$ cat src/rtl/base_fifo_sync_if.sv
// base_fifo_sync_if: producer/consumer bundle for base_fifo_sync.
// o_high_water exists only when FIFO_SYNC_HIGHWATER_EN is defined.

interface base_fifo_sync_if #(
  parameter int Width          = 9,
  parameter int DataCountWidth = 5
);

  logic                      i_write;
  logic [Width-1:0]          i_din;
  logic                      i_read;
  logic [Width-1:0]          o_dout;
  logic                      o_valid;
  logic                      o_empty;
  logic                      o_full;
  logic                      o_prog_full;
  logic                      o_prog_empty;
  logic [DataCountWidth-1:0] o_data_count;
  logic                      o_wr_ack;
  logic                      o_overflow;
  logic                      o_underflow;
`ifdef FIFO_SYNC_HIGHWATER_EN
  logic [DataCountWidth-1:0] o_high_water;
`endif

`ifdef FIFO_SYNC_HIGHWATER_EN
  modport master (
    output i_write, i_din, i_read,
    input  o_dout, o_valid, o_empty, o_full,
    input  o_prog_full, o_prog_empty,
    input  o_data_count, o_wr_ack,
    input  o_overflow, o_underflow,
    input  o_high_water
  );

  modport slave (
    input  i_write, i_din, i_read,
    output o_dout, o_valid, o_empty, o_full,
    output o_prog_full, o_prog_empty,
    output o_data_count, o_wr_ack,
    output o_overflow, o_underflow,
    output o_high_water
  );
`else
  modport master (
    output i_write, i_din, i_read,
    input  o_dout, o_valid, o_empty, o_full,
    input  o_prog_full, o_prog_empty,
    input  o_data_count, o_wr_ack,
    input  o_overflow, o_underflow
  );

  modport slave (
    input  i_write, i_din, i_read,
    output o_dout, o_valid, o_empty, o_full,
    output o_prog_full, o_prog_empty,
    output o_data_count, o_wr_ack,
    output o_overflow, o_underflow
  );
`endif

endinterface

$ cat src/rtl/base_fifo_sync.sv
// base_fifo_sync: single-clock FIFO, standard or FWFT read mode.
// FIFO_SYNC_HIGHWATER_EN adds o_high_water (peak occupancy since reset).

module base_fifo_sync #(
  parameter int Width          = 9,
  parameter int Depth          = 16,
  parameter int DataCountWidth = 5,
  parameter int ProgFullValue  = 12,
  parameter int ProgEmptyValue = 5,
  parameter int FirstWordFall  = 0
) (
  input logic             i_clk,
  input logic             i_reset,
  base_fifo_sync_if.slave bus
);

  localparam bit Fwft = (FirstWordFall != 0);
  localparam int AW   = $clog2(Depth);
  localparam int Cap  = Fwft ? Depth + 1 : Depth;

  localparam logic [DataCountWidth-1:0] CapC =
    DataCountWidth'(Cap);
  localparam logic [DataCountWidth-1:0] PfC =
    DataCountWidth'(ProgFullValue);
  localparam logic [DataCountWidth-1:0] PeC =
    DataCountWidth'(ProgEmptyValue);
  localparam logic [DataCountWidth-1:0] CntOne =
    DataCountWidth'(1);
  localparam logic [AW-1:0] PtrOne = AW'(1);

  logic [Width-1:0]          r_mem [Depth];
  logic [AW-1:0]             r_wr_ptr;
  logic [AW-1:0]             r_rd_ptr;
  logic [DataCountWidth-1:0] r_count;
  logic [Width-1:0]          r_dout;
  logic                      r_valid;
  logic                      r_empty;
  logic                      r_full;
  logic                      r_prog_full;
  logic                      r_prog_empty;
  logic                      r_wr_ack;
  logic                      r_overflow;
  logic                      r_underflow;

  logic                      w_wr_ok;
  logic                      w_wr_en;
  logic                      w_rd_ok;
  logic                      w_fetch;
  logic                      w_valid_nxt;
  logic [DataCountWidth-1:0] w_ram_cnt;
  logic [DataCountWidth-1:0] w_count_nxt;
  logic [Width-1:0]          w_head;

  assign w_head = r_mem[r_rd_ptr];

  // Accept/reject decisions and next occupancy from pre-edge state.
  // In FWFT the output register is refilled from RAM whenever it is
  // empty or being popped; in standard mode RAM is read on each pop.
  always_comb begin
    w_wr_ok     = bus.i_write && !r_full;
    w_wr_en     = w_wr_ok && !i_reset;
    w_ram_cnt   = r_count;
    w_rd_ok     = bus.i_read && !r_empty;
    w_fetch     = w_rd_ok;
    w_valid_nxt = w_rd_ok;
    if (Fwft) begin
      w_ram_cnt   = r_count -
        {{(DataCountWidth-1){1'b0}}, r_valid};
      w_rd_ok     = bus.i_read && r_valid;
      w_fetch     = (!r_valid || w_rd_ok) &&
        (w_ram_cnt != '0);
      w_valid_nxt = w_fetch || (r_valid && !w_rd_ok);
    end
    unique case (1'b1)
      (w_wr_ok && !w_rd_ok): w_count_nxt = r_count + CntOne;
      (!w_wr_ok && w_rd_ok): w_count_nxt = r_count - CntOne;
      default:               w_count_nxt = r_count;
    endcase
  end

  // Storage array; no reset so it maps onto RAM.
  always_ff @(posedge i_clk) begin
    if (w_wr_en) begin
      r_mem[r_wr_ptr] <= bus.i_din;
    end
  end

  // Pointers wrap naturally since Depth is a power of two.
  always_ff @(posedge i_clk) begin
    if (i_reset) begin
      r_wr_ptr <= '0;
      r_rd_ptr <= '0;
    end else begin
      if (w_wr_ok) begin
        r_wr_ptr <= r_wr_ptr + PtrOne;
      end
      if (w_fetch) begin
        r_rd_ptr <= r_rd_ptr + PtrOne;
      end
    end
  end

  // Output word holds until the next RAM fetch.
  always_ff @(posedge i_clk) begin
    if (i_reset) begin
      r_dout  <= '0;
      r_valid <= 1'b0;
    end else begin
      if (w_fetch) begin
        r_dout <= w_head;
      end
      r_valid <= w_valid_nxt;
    end
  end

  // Occupancy and level flags, registered from next-state count.
  always_ff @(posedge i_clk) begin
    if (i_reset) begin
      r_count      <= '0;
      r_empty      <= 1'b1;
      r_full       <= 1'b0;
      r_prog_full  <= 1'b0;
      r_prog_empty <= 1'b1;
    end else begin
      r_count      <= w_count_nxt;
      r_empty      <= Fwft ? !w_valid_nxt
                           : (w_count_nxt == '0);
      r_full       <= (w_count_nxt == CapC);
      r_prog_full  <= (w_count_nxt >= PfC);
      r_prog_empty <= (w_count_nxt <= PeC);
    end
  end

  // One-cycle status pulses for the request seen last edge.
  always_ff @(posedge i_clk) begin
    if (i_reset) begin
      r_wr_ack    <= 1'b0;
      r_overflow  <= 1'b0;
      r_underflow <= 1'b0;
    end else begin
      r_wr_ack    <= w_wr_ok;
      r_overflow  <= bus.i_write && r_full;
      r_underflow <= bus.i_read && !w_rd_ok;
    end
  end

`ifdef FIFO_SYNC_HIGHWATER_EN
  logic [DataCountWidth-1:0] r_high_water;

  // Peak occupancy; only reset lowers it.
  always_ff @(posedge i_clk) begin
    if (i_reset) begin
      r_high_water <= '0;
    end else if (w_count_nxt > r_high_water) begin
      r_high_water <= w_count_nxt;
    end
  end

  assign bus.o_high_water = r_high_water;
`endif

  assign bus.o_dout       = r_dout;
  assign bus.o_valid      = r_valid;
  assign bus.o_empty      = r_empty;
  assign bus.o_full       = r_full;
  assign bus.o_prog_full  = r_prog_full;
  assign bus.o_prog_empty = r_prog_empty;
  assign bus.o_data_count = r_count;
  assign bus.o_wr_ack     = r_wr_ack;
  assign bus.o_overflow   = r_overflow;
  assign bus.o_underflow  = r_underflow;

endmodule

$ cat src/flat_wrapper.sv
// flat-port wrapper written by rule: the top's interface ports become plain ports
module base_fifo_sync_flat 
#(
  parameter int Width          = 9,
  parameter int Depth          = 16,
  parameter int DataCountWidth = 5,
  parameter int ProgFullValue  = 12,
  parameter int ProgEmptyValue = 5,
  parameter int FirstWordFall  = 0
)
  (i_clk, i_reset, bus_i_write, bus_i_din, bus_i_read, bus_o_dout, bus_o_valid, bus_o_empty, bus_o_full, bus_o_prog_full, bus_o_prog_empty, bus_o_data_count, bus_o_wr_ack, bus_o_overflow, bus_o_underflow);
  base_fifo_sync_if #(.Width(Width), .DataCountWidth(DataCountWidth)) bus_i ();
  input logic i_clk;
  input logic i_reset;
  input wire logic [$bits(bus_i.i_write)-1:0] bus_i_write;
  input wire logic [$bits(bus_i.i_din)-1:0] bus_i_din;
  input wire logic [$bits(bus_i.i_read)-1:0] bus_i_read;
  output wire logic [$bits(bus_i.o_dout)-1:0] bus_o_dout;
  output wire logic [$bits(bus_i.o_valid)-1:0] bus_o_valid;
  output wire logic [$bits(bus_i.o_empty)-1:0] bus_o_empty;
  output wire logic [$bits(bus_i.o_full)-1:0] bus_o_full;
  output wire logic [$bits(bus_i.o_prog_full)-1:0] bus_o_prog_full;
  output wire logic [$bits(bus_i.o_prog_empty)-1:0] bus_o_prog_empty;
  output wire logic [$bits(bus_i.o_data_count)-1:0] bus_o_data_count;
  output wire logic [$bits(bus_i.o_wr_ack)-1:0] bus_o_wr_ack;
  output wire logic [$bits(bus_i.o_overflow)-1:0] bus_o_overflow;
  output wire logic [$bits(bus_i.o_underflow)-1:0] bus_o_underflow;
  assign bus_i.i_write = bus_i_write;
  assign bus_i.i_din = bus_i_din;
  assign bus_i.i_read = bus_i_read;
  assign bus_o_dout = bus_i.o_dout;
  assign bus_o_valid = bus_i.o_valid;
  assign bus_o_empty = bus_i.o_empty;
  assign bus_o_full = bus_i.o_full;
  assign bus_o_prog_full = bus_i.o_prog_full;
  assign bus_o_prog_empty = bus_i.o_prog_empty;
  assign bus_o_data_count = bus_i.o_data_count;
  assign bus_o_wr_ack = bus_i.o_wr_ack;
  assign bus_o_overflow = bus_i.o_overflow;
  assign bus_o_underflow = bus_i.o_underflow;
  base_fifo_sync #(.Width(Width), .Depth(Depth), .DataCountWidth(DataCountWidth), .ProgFullValue(ProgFullValue), .ProgEmptyValue(ProgEmptyValue), .FirstWordFall(FirstWordFall)) u_core (.i_clk(i_clk), .i_reset(i_reset), .bus(bus_i));
endmodule
$ cat config.mk
export PLATFORM = sky130hd
export DESIGN_NAME = base_fifo_sync_flat
export DESIGN_NICKNAME = d
export VERILOG_FILES = /design/src/rtl/base_fifo_sync_if.sv /design/src/rtl/base_fifo_sync.sv /design/src/flat_wrapper.sv
export SDC_FILE = /design/constraint.sdc
export NUM_CORES = 1
export LEC_CHECK = 0
export CORE_ASPECT_RATIO = 1.2
export CORE_MARGIN = 5
export CORE_UTILIZATION = 45
export CTS_CLUSTER_DIAMETER = 150
export CTS_CLUSTER_SIZE = 12
export DETAILED_ROUTE_END_ITERATION = 10
export PLACE_DENSITY = 0.65
export SLEW_MARGIN = 10
export SYNTH_ARGS = -nofsm -noshare
export SYNTH_HDL_FRONTEND = slang
export SYNTH_SLANG_ARGS = --single-unit
export TNS_END_PERCENT = 10
$ cat constraint.sdc
create_clock -name i_clk -period 3.48 [get_ports i_clk]
set_clock_uncertainty 0.2 [all_clocks]
set_input_delay 1.044 -clock i_clk [delete_from_list [all_inputs] [get_ports i_clk]]
set_output_delay 1.044 -clock i_clk [all_outputs]
set_load 0.03 [all_outputs]
[After elaboration in Yosys (flattened, before gate mapping)]
Memory sizes are Yosys's and may differ from the RTL's. A register that Yosys moved wholly into a read port is not among the register bits.
Index checks and enable logic that the tools add are counted.
Operators by class
  multiplexer cells: 3
  order comparisons: 2
  reductions and logical operators: 13
  equal/unequal tests: 1
  $add $sub $neg: 4
Operators with widths (number)
  $pmux W5 S2: 1
  $add A4 B1 Y4 const B: 2
  $logic_and A1 B1 Y1: 7
  $add A5 B1 Y5 const B: 1
  $eq A5 B5 Y1 const B: 1
  $ge A5 B4 Y1 const B: 1
  $le A5 B3 Y1 const B: 1
  $logic_not A1 Y1: 5
  $logic_not A5 Y1: 1
  $sub A5 B1 Y5 const B: 1
  $mux W1: 2
Word-level totals
  register bits: 21
  input bits: 13
  bits in writable memories: 144
  memories kept: 1
  output and inout bits: 22
  word-level logic and storage cells: 35
Memory list
  u_core.r_mem: words 16, width 9, read ports 1, clocked after Yosys merged registers in 1, wr ports 1, RTL line base_fifo_sync.sv:31  | logic [Width-1:0] r_mem [Depth];

[Longest topological paths before layout]
Gate-level depths: netlist of the first run.
  word-level depth: 6
  gate-level depth with buffers: 11
  mapped depth without buffers: 10

[Worst setup path after synthesis of the first run]
No wires, ideal clock.
  path kind: in2reg
  from: input bus_i_read
  to: register u_core.r_prog_full (netlist: u_core.bus.o_prog_full)
  cell stages on the path: 11
  required time: 3.165 ns
  buffers on the path: 2
  setup slack: -0.189 ns
  arrival: 3.354 ns
  setup time: 0.115 ns
  path through: nor2b_1 -> clkbuf_1 -> buf_2 -> ha_1 -> xor2_1 -> ha_1 -> or3b_1 -> a32oi_1 -> xor2_1 -> nor2_2 -> a21o_2
Between the ends
  word-level cells in the longest chain between the ends: 5
  elaborated cells between the ends (all ways): 6
  those cells by class: 1 x order compare; 1 x mux; 4 x reduce/logical
Ends and longest elaborated chain
  start: declaration: RTL line flat_wrapper.sv:17  | input wire logic [$bits(bus_i.i_read)-1:0] bus_i_read;
  $logic_and A1 B1 Y1 *: RTL line base_fifo_sync.sv:63  | w_rd_ok = bus.i_read && !r_empty;
  net u_core.w_fetch: RTL line base_fifo_sync.sv:48  | logic w_fetch;
  $logic_not A1 Y1: RTL line base_fifo_sync.sv:75  | (w_wr_ok && !w_rd_ok): w_count_nxt = r_count + CntOne;
  $logic_and A1 B1 Y1: RTL line base_fifo_sync.sv:75
  $pmux W5 S2 *: RTL line base_fifo_sync.sv:74  | unique case (1'b1)
  $ge A5 B4 Y1 *: RTL line base_fifo_sync.sv:129  | r_prog_full <= (w_count_nxt >= PfC);
  end signal: assignment: RTL line base_fifo_sync.sv:129
  end: declaration: RTL line base_fifo_sync.sv:39  | logic r_prog_full;
Mark *: on every way through the listed nets, which the timed path passes. The rest lies on a longest branch.
A chain may end at the register's enable or synchronous reset.

[Worst setup path after layout of the first run]
  from: input bus_i_write
  to: register u_core.r_prog_full (netlist: u_core.bus.o_prog_full)
Between the ends
  word-level cells in the longest chain between the ends: 5
  elaborated cells between the ends (all ways): 6
  those cells by class: 1 x order compare; 1 x mux; 4 x reduce/logical
Ends and longest elaborated chain
  start: declaration: RTL line flat_wrapper.sv:15  | input wire logic [$bits(bus_i.i_write)-1:0] bus_i_write;
  $logic_and A1 B1 Y1 *: RTL line base_fifo_sync.sv:60  | w_wr_ok = bus.i_write && !r_full;
  $logic_not A1 Y1: RTL line base_fifo_sync.sv:76  | (!w_wr_ok && w_rd_ok): w_count_nxt = r_count - CntOne;
  $logic_and A1 B1 Y1: RTL line base_fifo_sync.sv:76
  $pmux W5 S2 *: RTL line base_fifo_sync.sv:74
  $ge A5 B4 Y1 *: RTL line base_fifo_sync.sv:129
Mark *: on every way between the ends. The rest lies on a longest branch, timed or not.

==> results of run 1 <==
[kinds of logic after synthesis]
logic type      count (synthesis)  synth area share (%)
flops                         174                 72.46
simple gates                   84                 5.689
mux                            48                 13.70
compound gates                 30                 3.240
buf+inv                        25                 2.025
xor+xnor                       11                 1.418
fa+ha+maj                       8                 1.473
[synth_stat cells (2+ instances only)]
master	n	area, um2
nor2b_1	4	25.02
inv_1	4	15.01
and2_1	3	18.77
o21ai_0	3	15.01
mux4_2	36	810.8
nor3b_1	2	15.01
nand4_1	2	12.51
nor3_1	6	30.03
xor2_1	9	78.83
a21o_2	2	17.52
dfxtp_1	30	600.6
buf_1	3	11.26
buf_2	5	25.02
buf_6	4	45.04
nand2b_1	3	18.77
nand2_1	19	71.32
ha_1	8	100.1
clkbuf_1	7	26.28
mux2i_1	12	120.1
a21oi_1	2	10.01
xnor2_1	2	17.52
nor2_1	36	135.1
and3_1	2	12.51
a22oi_1	18	135.1
nand3_1	2	10.01
edfxtp_1	144	4324
buf_4	2	15.01
[worst max-delay path, stage by stage]
cell             delay (ns)
clkdlybuf4s50_1        0.48
nor2b_1                0.18
inv_1                  0.08
ha_2                   0.19
xor2_1                 0.16
ha_1                   0.22
buf_4                  0.14
a21oi_1                0.14
mux2i_1                0.26
xor2_1                 0.30
nor2_1                 0.09
a21o_2                 0.21
[final timing paths]
path / endpoint / start
hold / removal: u_core.bus.o_dout[6] / u_core.bus.o_dout[6]
hold reg to reg: u_core.bus.o_dout[6] / u_core.bus.o_dout[6]
setup reg to reg: u_core.bus.o_prog_full / u_core.bus.o_full
setup / recovery: u_core.bus.o_prog_full / bus_i_write
[metal layers]
| metal | global-route usage (%) | up-vias | share of wire, % |
|---|---|---|---|
| met4 | 5.955 | 0 | 1.8 |
| met1 | 20.75 | 1773 | 41 |
| met2 | 27.82 | 85 | 54 |
| met3 | 3.326 | 13 | 4.0 |
| li1 | - | 1604 | - |
| met5 | 0 | - | 0 |
[repair_timing]
item                                    4_1_cts  5_1_grt
gates resized for setup                       0        2
endpoints found under the hold margin         0        0
endpoints found under the setup margin        0        4
[flip-flops by register name, indices dropped and copies added, names as in the netlist, 4 cells and up]
signal                   flops
u_core.bus.o_data_count      5
u_core.r_mem               144
u_core.bus.o_dout            9
u_core.r_rd_ptr              4
u_core.r_wr_ptr              4
[power by group through the flow]
stage                     combinational [uW]  clock (uW)  sequential (uW)
after floorplan                          500           0             2500
after global placement                   809           0             2430
after detailed placement                 825           0             2430
after CTS                                828        1770             2380
after global routing                     884        1870             2390
final                                    819        1740             2380
[cell usage in the layout, fill, tap and decap left out, drive strengths merged, types with 8 or more instances in the layout]
master and n:
edfxtp 144, nor2 37, mux4 36, clkdlybuf4s50 34
buf 32, dfxtp 30, nand2 19, a22oi 18
clkbuf 17, mux2i 12, clkinv 10, xor2 9
ha 8
[final cells by class]
| type | instances | area, um2 |
|---|---|---|
| timing repair buffer | 66 | 593.1 |
| multi-input combinational | 181 | 1754 |
| fill | 1184 | 6808 |
| clock buffer | 17 | 425.4 |
| tap | 204 | 255.2 |
| sequential | 174 | 4926 |
| clock inverter | 15 | 121.4 |
| inverter | 4 | 15.01 |
[stage by stage]
stage                     std cells  setup slack, ns  hold WS (ns)  TNS [ns]  util (%)
after detailed placement        629          -0.3335        0.2913    -1.438     50.53
after CTS                       661           0.1069        0.3087         0     54.20
final                           661           0.1137        0.3003         0     54.30
after global routing            661         -0.08507        0.3258  -0.09823     54.30
after global placement          629          -0.2475        0.2750   -0.9196     50.53
after floorplan                 380          0.01923        0.3282         0         -
==> impl_results.md, run 1 <==
- Status: finished clean
- Initial antenna violation count: 0
- P&R area growth vs syn: 19.04%
- First-pass GRT wire length: between 20000 and 25000 um
- Core region area: 0.01490 mm2
- Sw power: 1258 uW
- Worst-Margin Slew: between 0.7 and 0.8 ns
- Crit path time final: 3.366 ns
- CTS Sinks: 174
- Final WL: around 13000 um
- Total GRT Usage: between 10% and 20%
- R2R Setup Slk: approximately 0.9 ns
- Clk Latency, worst-skew pair: 0.42 ns
- Pre-antenna DRT Iters: 4
- Grt ovf: 0
- Post-Syn Nets: ~400
- Int Pwr: around 3700 uW
- Tot Pwr: approximately 4900 uW
- Final Hold Viols: 0
- Yosys cell types: 37
- WS Path Type: primary input to flop
- Vias per cell: between 5 and 6
- Synthesized area: slightly below 0.007 mm2
- Leak: between 0.002 and 0.003 uW
- RSZ-0062 raised after global routing: true
- Largest net degree at the start of global routing: 40
- Final setup fails: 0
- Final period util: between 90% and 100%
- Crit path DAT: 3.49 ns
- Worst Hold Class: flop to flop
- Max Slew Vio Count: 0
- CTS tree: built
- Synth Warn #: 0
- Cts bufs inserted: 17
- Nets: roughly 470
- Full die area: between 0.015 and 0.02 mm2
- Most used DFF post-synth: edfxtp_1
- Combinational fraction of design power: approximately 17%
- CTS H-tree lvls: 4
- Count of input and output buffers: 34
- Asr flop ratio synth: 0%
- Avg Cell Area, Syn: roughly 18 um2
- Clock share of power: about a third
- CP Capture Type: flop
- Clock root buffer: clkbuf_16
- Die Ht: 144.6 um
- Achievable Freq: just under 300 MHz
- Post-DP HPWL: a little under 9000 um
- Max-cap viol count: 0
- Rows: slightly below 50
- DRT iter0 DRCs: between 300 and 400
- Vias in the first global route: 3584
- Post-CTS setup buffer count: 0
- VDD IR max: approximately 280 uV
- Initial core utilization: a little under half
- N_diodes: 0
- DR vias: ~3500
- Overall die width: about 120 um
- Final instance area: slightly above 0.008 mm2
- Post-synthesis sequential area ratio: 72.46%
- Residual DRC: 0
- Register bit count reported by yosys: about 170
- Power per Cell Area: a little over 600 mW/mm2
- Area after DPL: approximately 0.0075 mm2
- Hold depth: 2
- Cells after Synth: 380
- Layout cells sized above 1: a little under a quarter
- DR WL/cell: about 20 um
- CTS max path bufs: 2
- Switch share: 25.43%
- Final ANT Viol Nets: 0
- Relative slew margins: a little under half
- Flop pwr share: roughly half
- Clock transition at path regs: approximately 0.06 ns
- GPL Wtd Cong: roughly 0.80
- Crit Path Max Fanout: 4
- Post-CTS Hold Fix Bufs: 0
- Crit start category: primary input
- EDFF count, synth: approximately 140
- Boundary Pins: 35
- WP data required: about 3.6 ns
- R2R cell count: 11
Power figures use the tool's default switching activity.
==> inputs of run 2 (changes only) <==
--- a/config.mk
+++ b/config.mk
@@ -5,6 +5,7 @@
 export SDC_FILE = /design/constraint.sdc
 export NUM_CORES = 1
 export LEC_CHECK = 0
+export CAP_MARGIN = 15
 export CORE_ASPECT_RATIO = 1.2
 export CORE_MARGIN = 5
 export CORE_UTILIZATION = 45
==> results of run 2 <==
No change in the layout: final DEF, timing and power equal those of run 1.
